### src/rtl/sayac_ctrl_pkg.sv
// Shared control definitions for SAYAC datapath sequencers: FSM state
// encoding and the shift-length clamp used when a transfer is accepted.
package sayac_ctrl_pkg;

  typedef enum logic [1:0] {
    S_IDLE  = 2'd0,
    S_LOAD  = 2'd1,
    S_SHIFT = 2'd2,
    S_DONE  = 2'd3
  } state_t;

  // A zero or oversized length means "shift the whole register".
  function automatic int unsigned clamp_len(input int unsigned len,
                                            input int unsigned size);
    if (len == 0 || len > size)
      return size;
    return len;
  endfunction

endpackage

### src/rtl/shift_down_counter.sv
// Loadable down-counter tracking the shifts still owed; never wraps below zero.
module shift_down_counter #(
  parameter int CNT_W = 5
) (
  input  logic             clk,
  input  logic             rst,
  input  logic             ld,
  input  logic [CNT_W-1:0] ld_val,
  input  logic             dec,
  input  logic             clr,
  output logic [CNT_W-1:0] cnt,
  output logic             is_one
);

  always_ff @(posedge clk) begin
    if (!rst)
      cnt <= '0;
    else if (clr)
      cnt <= '0;
    else if (ld)
      cnt <= ld_val;
    else if (dec && cnt != '0)
      cnt <= cnt - CNT_W'(1);
  end

  assign is_one = (cnt == CNT_W'(1));

endmodule

### src/rtl/shift_sequencer.sv
// Sequences a shift_register through load, N right-shifts and a done pulse,
// with stall (hold) and cancel (abort) from the requesting unit.
module shift_sequencer
  import sayac_ctrl_pkg::*;
#(
  parameter int size  = 16,
  parameter int CNT_W = $clog2(size + 1)
) (
  input  logic             clk,
  input  logic             rst,
  input  logic             start,
  input  logic [CNT_W-1:0] shift_len,
  input  logic             hold,
  input  logic             abort,
  output logic             ldR,
  output logic             shrR,
  output logic             busy,
  output logic             done,
  output logic [CNT_W-1:0] shifts_left
);

  state_t           state, state_nxt;
  logic [CNT_W-1:0] len_q;
  logic [CNT_W-1:0] cnt;
  logic             cnt_one;
  logic             cnt_ld, cnt_dec, cnt_clr;

  always_ff @(posedge clk) begin
    if (!rst)
      state <= S_IDLE;
    else
      state <= state_nxt;
  end

  // Effective length is fixed at acceptance; later shift_len changes are ignored.
  always_ff @(posedge clk) begin
    if (state == S_IDLE && start)
      len_q <= CNT_W'(clamp_len(32'(shift_len), size));
  end

  shift_down_counter #(
    .CNT_W (CNT_W)
  ) u_cnt (
    .clk    (clk),
    .rst    (rst),
    .ld     (cnt_ld),
    .ld_val (len_q),
    .dec    (cnt_dec),
    .clr    (cnt_clr),
    .cnt    (cnt),
    .is_one (cnt_one)
  );

  always_comb begin
    state_nxt = state;
    ldR       = 1'b0;
    shrR      = 1'b0;
    busy      = 1'b0;
    done      = 1'b0;
    cnt_ld    = 1'b0;
    cnt_dec   = 1'b0;
    cnt_clr   = 1'b0;
    case (state)
      S_IDLE: begin
        if (start)
          state_nxt = S_LOAD;
      end
      S_LOAD: begin
        ldR  = 1'b1;
        busy = 1'b1;
        if (abort) begin
          cnt_clr   = 1'b1;
          state_nxt = S_IDLE;
        end else begin
          cnt_ld    = 1'b1;
          state_nxt = S_SHIFT;
        end
      end
      S_SHIFT: begin
        busy = 1'b1;
        shrR = ~hold & ~abort;
        // Abort outranks hold: the transfer is dropped even while stalled.
        if (abort) begin
          cnt_clr   = 1'b1;
          state_nxt = S_IDLE;
        end else if (shrR) begin
          cnt_dec = 1'b1;
          if (cnt_one)
            state_nxt = S_DONE;
        end
      end
      S_DONE: begin
        done      = 1'b1;
        state_nxt = S_IDLE;
      end
      default: state_nxt = S_IDLE;
    endcase
  end

  assign shifts_left = (state == S_SHIFT) ? cnt : '0;

endmodule

### config.mk
export PLATFORM = sky130hd
export DESIGN_NAME = shift_sequencer
export DESIGN_NICKNAME = d
export VERILOG_FILES = /design/src/rtl/sayac_ctrl_pkg.sv /design/src/rtl/shift_down_counter.sv /design/src/rtl/shift_sequencer.sv
export SDC_FILE = /design/constraint.sdc
export NUM_CORES = 1
export LEC_CHECK = 0
export BUFFER_PORTS_ARGS = -buffer_cell sky130_fd_sc_hd__buf_2
export CAP_MARGIN = 10
export CORE_MARGIN = 2
export CORE_UTILIZATION = 40
export DETAILED_ROUTE_END_ITERATION = 10
export SLEW_MARGIN = 5
export SYNTH_ARGS = -nofsm -noshare
export SYNTH_HDL_FRONTEND = slang
export SYNTH_SLANG_ARGS = --single-unit
### constraint.sdc
create_clock -name clk -period 2 [get_ports clk]
set_input_delay 0.1 -clock clk [delete_from_list [all_inputs] [get_ports clk]]
set_output_delay 0.1 -clock clk [all_outputs]
set_load 0.01 [all_outputs]
Word-level counts from Yosys, hierarchy flattened
Index checks and enable logic that the tools add are counted. Widths: inputs -> output; s select.

Register bits: 12. Bits in latches: 0. Bits in writable memories: 0. Bits in read-only memories: 0. Output and inout port bits: 9. Logic and storage cells: 50. Memories: 0.

Add/subtract/negate cells: 1. Multiply operators: 0. Divide/modulo/power cells: 0. Magnitude comparators: 1. Equal/unequal tests: 7. Shift-type cells: 0. Mux-type cells: 24. Bitwise operators: 4. Reductions and logical operators: 10.

Operators by type and width (number): $mux 5 (5); $mux 1 (13); $mux 2 (5); $pmux 2 s4 (1); $ne 3x3->1 const B (2); $eq 5x1->1 const B (1); $gt 5x5->1 const B (1); $logic_not 5->1 (1); $reduce_bool 5->1 (1); $sub 5x1->5 const B (1); $eq 2x2->1 const B (2); $reduce_or 2->1 (2); $not 1->1 (3); $reduce_and 3->1 (1); $eq 2x1->1 const B (1); $logic_and 1x1->1 (2); $logic_not 2->1 (1); $ne 2x2->1 const B (1); $reduce_bool 2->1 (1); $and 1x1->1 (1); $logic_or 1x1->1 (1).

Longest topological paths before layout
Depth in word-level cells: 8. Depth in mapped cells: 7. Depth with buffers taken out: 6.

Modules after synthesis
A second synthesis with hierarchy kept.

Cell total of the unflattened synthesis: 80. Area, all modules: 764.5 µm².

Modules (own cells, without submodules): shift_sequencer (times used 1, cells each 41, area each 442.9 µm²); shift_down_counter (times used 1, cells each 39, area each 321.6 µm²).

Least setup slack after synthesis
OpenSTA, ideal clock, no wires.

Path kind: flip-flop to flip-flop. Start: reg state[0]. End: reg u_cnt.cnt[1]. Library setup time: 0.087 ns. Arrival time: 1.649 ns. Path slack: 0.264 ns. Cell stages (with the launch flop): 7. Cells stage by stage: dfxtp_1 -> inv_1 -> ha_1 -> nor3b_4 -> a21boi_2 -> mux2_2 -> o31ai_1.

Word-level cells in the longest chain between the ends: 4.

Ends and longest elaborated chain: start: declaration (line shift_sequencer.sv:22) `state_t state, state_nxt;`; start signal: assignment (line shift_sequencer.sv:32) `state <= state_nxt;`; $eq 2x2->1 or $eq 2x1->1 (tied branches) (line shift_sequencer.sv:63) `case (state)`; $reduce_or 2->1 (no line) or $mux 1 (tied branches); $mux 1 or $logic_and 1x1->1 (tied branches); $reduce_or 2->1 (no line) or $reduce_bool 2->1 (tied branches); end signal: assignment (line shift_down_counter.sv:21) `cnt <= ld_val;`; end signal: assignment (line shift_down_counter.sv:23) `cnt <= cnt - CNT_W'(1);`; end: declaration (line shift_down_counter.sv:11) `output logic [CNT_W-1:0] cnt,`.

Several ways; a longest one is shown, not always the timed one. A chain may end at the register's enable or synchronous reset.

Worst setup path in the final report
Ends and elaborated chain as after synthesis.

==> impl_metrics.tcl <==
set metrics [dict create \
    p_clk_share_pct 31.9 \
    finalCritPeriodShare_pct 90.0 \
    drtAntennaViolNets 0 \
    syn-num-nets 93 \
    synth_cell_types 32 \
    netlist_instances 76 \
    synth_top_area_cell "edfxtp_1" \
    cts_tree "done" \
    grtUsageTotal_pct 14.9 \
    fp.coreArea_um2 1750 \
    crit_family "compound AO/OA/AOI/OAI gates" \
    ys_ff_latch 12 \
    vias_per_cell 5.02 \
    diodes 0 \
    worstPathCellList "inv_1 > ha_1 > nor3b_4 > a21boi_4 > mux2_2 > o31ai_1" \
    critPathArrivalTime_ps 1980 \
    die_h_um 47.2 \
    max_freq_mhz 556 \
    finalHoldViolCount 0 \
    powerDensity_nw_per_um2 641 \
    wire_per_inst_um 10.6 \
    crit_path_top_delay_cell "mux2_2" \
    final.setup.tns_ps 0 \
    netlist_area_um2 746 \
    finalSetupViolCount 0 \
    die_area_um2 2230 \
    ir_worst_vdd_mv 0.291 \
    crit_buf_inv 1 \
    overflow 0 \
    postCtsSetupRepairBufs 0 \
    final_util_pct 51.8 \
    leakage_nw 0.385 \
    drt-initial-drc-count 8 \
    maxSlewHeadroom_pct 75.1 \
    path_clk_slew_ps 80 \
    critPathLaunchType "flop" \
    max_cap_viol_count 0 \
    use_met1_pct 19.4 \
    critical_path_class "reg -> reg" \
    fin_crit_ps 1800 \
    pwr-share-seq_pct 49.9 \
    synth.top_cell.area_share_pct 20.1 \
    vias 613 \
    p_sw_share_pct 25.8 \
    run_status "complete, no violations" \
    ys_seq_area_share_pct 38.9 \
    areaGrowthSynthToFinish_pct 21.1 \
    syn_area_per_cell_um2 9.81 \
    start_util_pct 42.7 \
    drc 0 \
    clkSinkCount 12 \
    dr.pass1.iters 4 \
    cts.path.max_buffers 2 \
    synth_area_leaders "edfxtp_1 20%, dfxtp_1 19%, ha_1 12%, nor2b_1 5.9%, and2_2 5.0%" \
    insertion_delay_ps 260 \
    p_int_w 0.000430 \
    cts_buffers 3 \
    use_met3_pct 2.31 \
    use_met2_pct 23.3 \
    p_switching_w 0.000149 \
    gp_congestion 0.731 \
    drive_gt1_share_pct 32.0 \
    fin_ws_ps 200 \
    p_comb_share_pct 18.2 \
    synthArstFlopShare_pct 0 \
    place_ws_ps 175 \
    grt_max_degree 9 \
    ys_warn_count 0 \
    antenna_found_initial 0 \
    grt_pass1_vias 531 \
    clock-root-buffer "clkbuf_4" \
    ctsHoldBuffers 0 \
    dpl.hpwl_um 1060 \
    hp-class "in -> reg" \
    grt_first_pass_wirelength_um 2280 \
    routed_wl_um 1290 \
    n_fill_cell 173 \
    gr-max-usage-layer "met2" \
    slew_violations 0 \
    finalNonFillerCells 122 \
    io_pins 19 \
    portBuffers 18 \
    max_stage_delay_ps 350 \
    die_width_um 47.2 \
    worstSetupEndpointType "flop" \
    rsz0062_at_grt "no" \
    worst_ep_required_time_ps 2180 \
    synth_ff_type "dfxtp_1" \
    skew_ps 7.13 \
    synth_edf_count 5 \
    final_nets 115 \
    cts-htree-levels 1 \
    placed_cells 118 \
    critPathMaxFanout 7 \
    worst_pin_slew_ps 373 \
    rows 15 \
]
[logic make-up after synthesis]
group                    Yosys count  synth area share, %
AND/OR/NAND/NOR                   33                 27.4
XOR/XNOR                           1                 1.17
buffers and inverters              7                 4.03
adder cells (fa/ha/maj)            7                 11.7
AO/OA/AOI/OAI                     14                 13.9
flip-flops                        12                 38.9
multiplexers                       2                 2.85
[power by group through the flow]
stage / Clock (W) / Combinational [W] / Sequential (W)
2_1_floorplan: 0 / 0.0000726 / 0.000291
3_3_place_gp: 0 / 0.000102 / 0.000294
3_5_place_dp: 0 / 0.000103 / 0.000295
4_1_cts: 0.000192 / 0.000104 / 0.000289
5_1_grt: 0.000205 / 0.000120 / 0.000292
6_report: 0.000185 / 0.000105 / 0.000289
[metrics by stage]
step                total power [W]  hold slack (ps)  cell area [µm²]
global placement           0.000397              406              860
global route               0.000617              138              903
floorplan                  0.000364              229              746
detailed placement         0.000398              409              860
finish                     0.000579              128              903
CTS                        0.000585              120              896
[final cells by class]
| cell class | count | area, µm² | area share (%) |
|---|---|---|---|
| multi-input combinational | 57 | 433 | 47.9 |
| sequential | 12 | 290 | 32.1 |
| timing repair buffer | 18 | 90.1 | 9.97 |
| clock buffer | 4 | 36.3 | 4.02 |
| tap | 25 | 31.3 | 3.46 |
| inverter | 6 | 22.5 | 2.49 |
[placed cells by master, fill, tap and decap left out, types with 2 or more instances in the layout]
master    instances
nor3_1            2
nor2b_1           7
a21oi_1           3
clkbuf_4          3
nand2_1           6
nor2_1            4
dfxtp_1           7
and2_2            5
edfxtp_1          5
ha_1              7
buf_2            18
inv_1             6
a211oi_1          2
o31ai_1           2
[flip-flops by register name, indices dropped and copies added, names as in the netlist]
signal,count
len_q,5
u_cnt.cnt,5
state,2
[worst min-delay path, delay by kind of cell]
family	cells	cell delay, ps
compound gates	2	120
buf+inv	1	140
[timing repair]
| item | in CTS | in global routing |
|---|---|---|
| hold endpoints to repair | 0 | 0 |
| gates resized for setup | 0 | 1 |
| setup endpoints to repair | 0 | 1 |
[path summary, 6_finish.rpt]
path	start	endpoint	slack [ps]	cells after the start
max	state[0]	u_cnt.cnt[1]	200	6
min	rst	state[0]	130	3
max reg2reg	state[0]	u_cnt.cnt[1]	200	6
min reg2reg	len_q[1]	u_cnt.cnt[1]	470	2
[per-layer routing]
| layer | share of wire [%] | vias up |
|---|---|---|
| met2 | 46 | 22 |
| met4 | 1.5 | 0 |
| met1 | 46 | 278 |
| met5 | 0 | - |
| met3 | 7.0 | 2 |
| li1 | - | 311 |
[cell usage after synthesis (2+ instances only)]
cell / instances
nor3_1: 2
o31ai_1: 2
edfxtp_1: 5
nor2b_1: 7
and2_2: 5
nand2_1: 6
inv_1: 6
a21oi_1: 3
nor2_1: 4
a211oi_1: 2
ha_1: 7
dfxtp_1: 7
(Power assumes the default switching activity.)
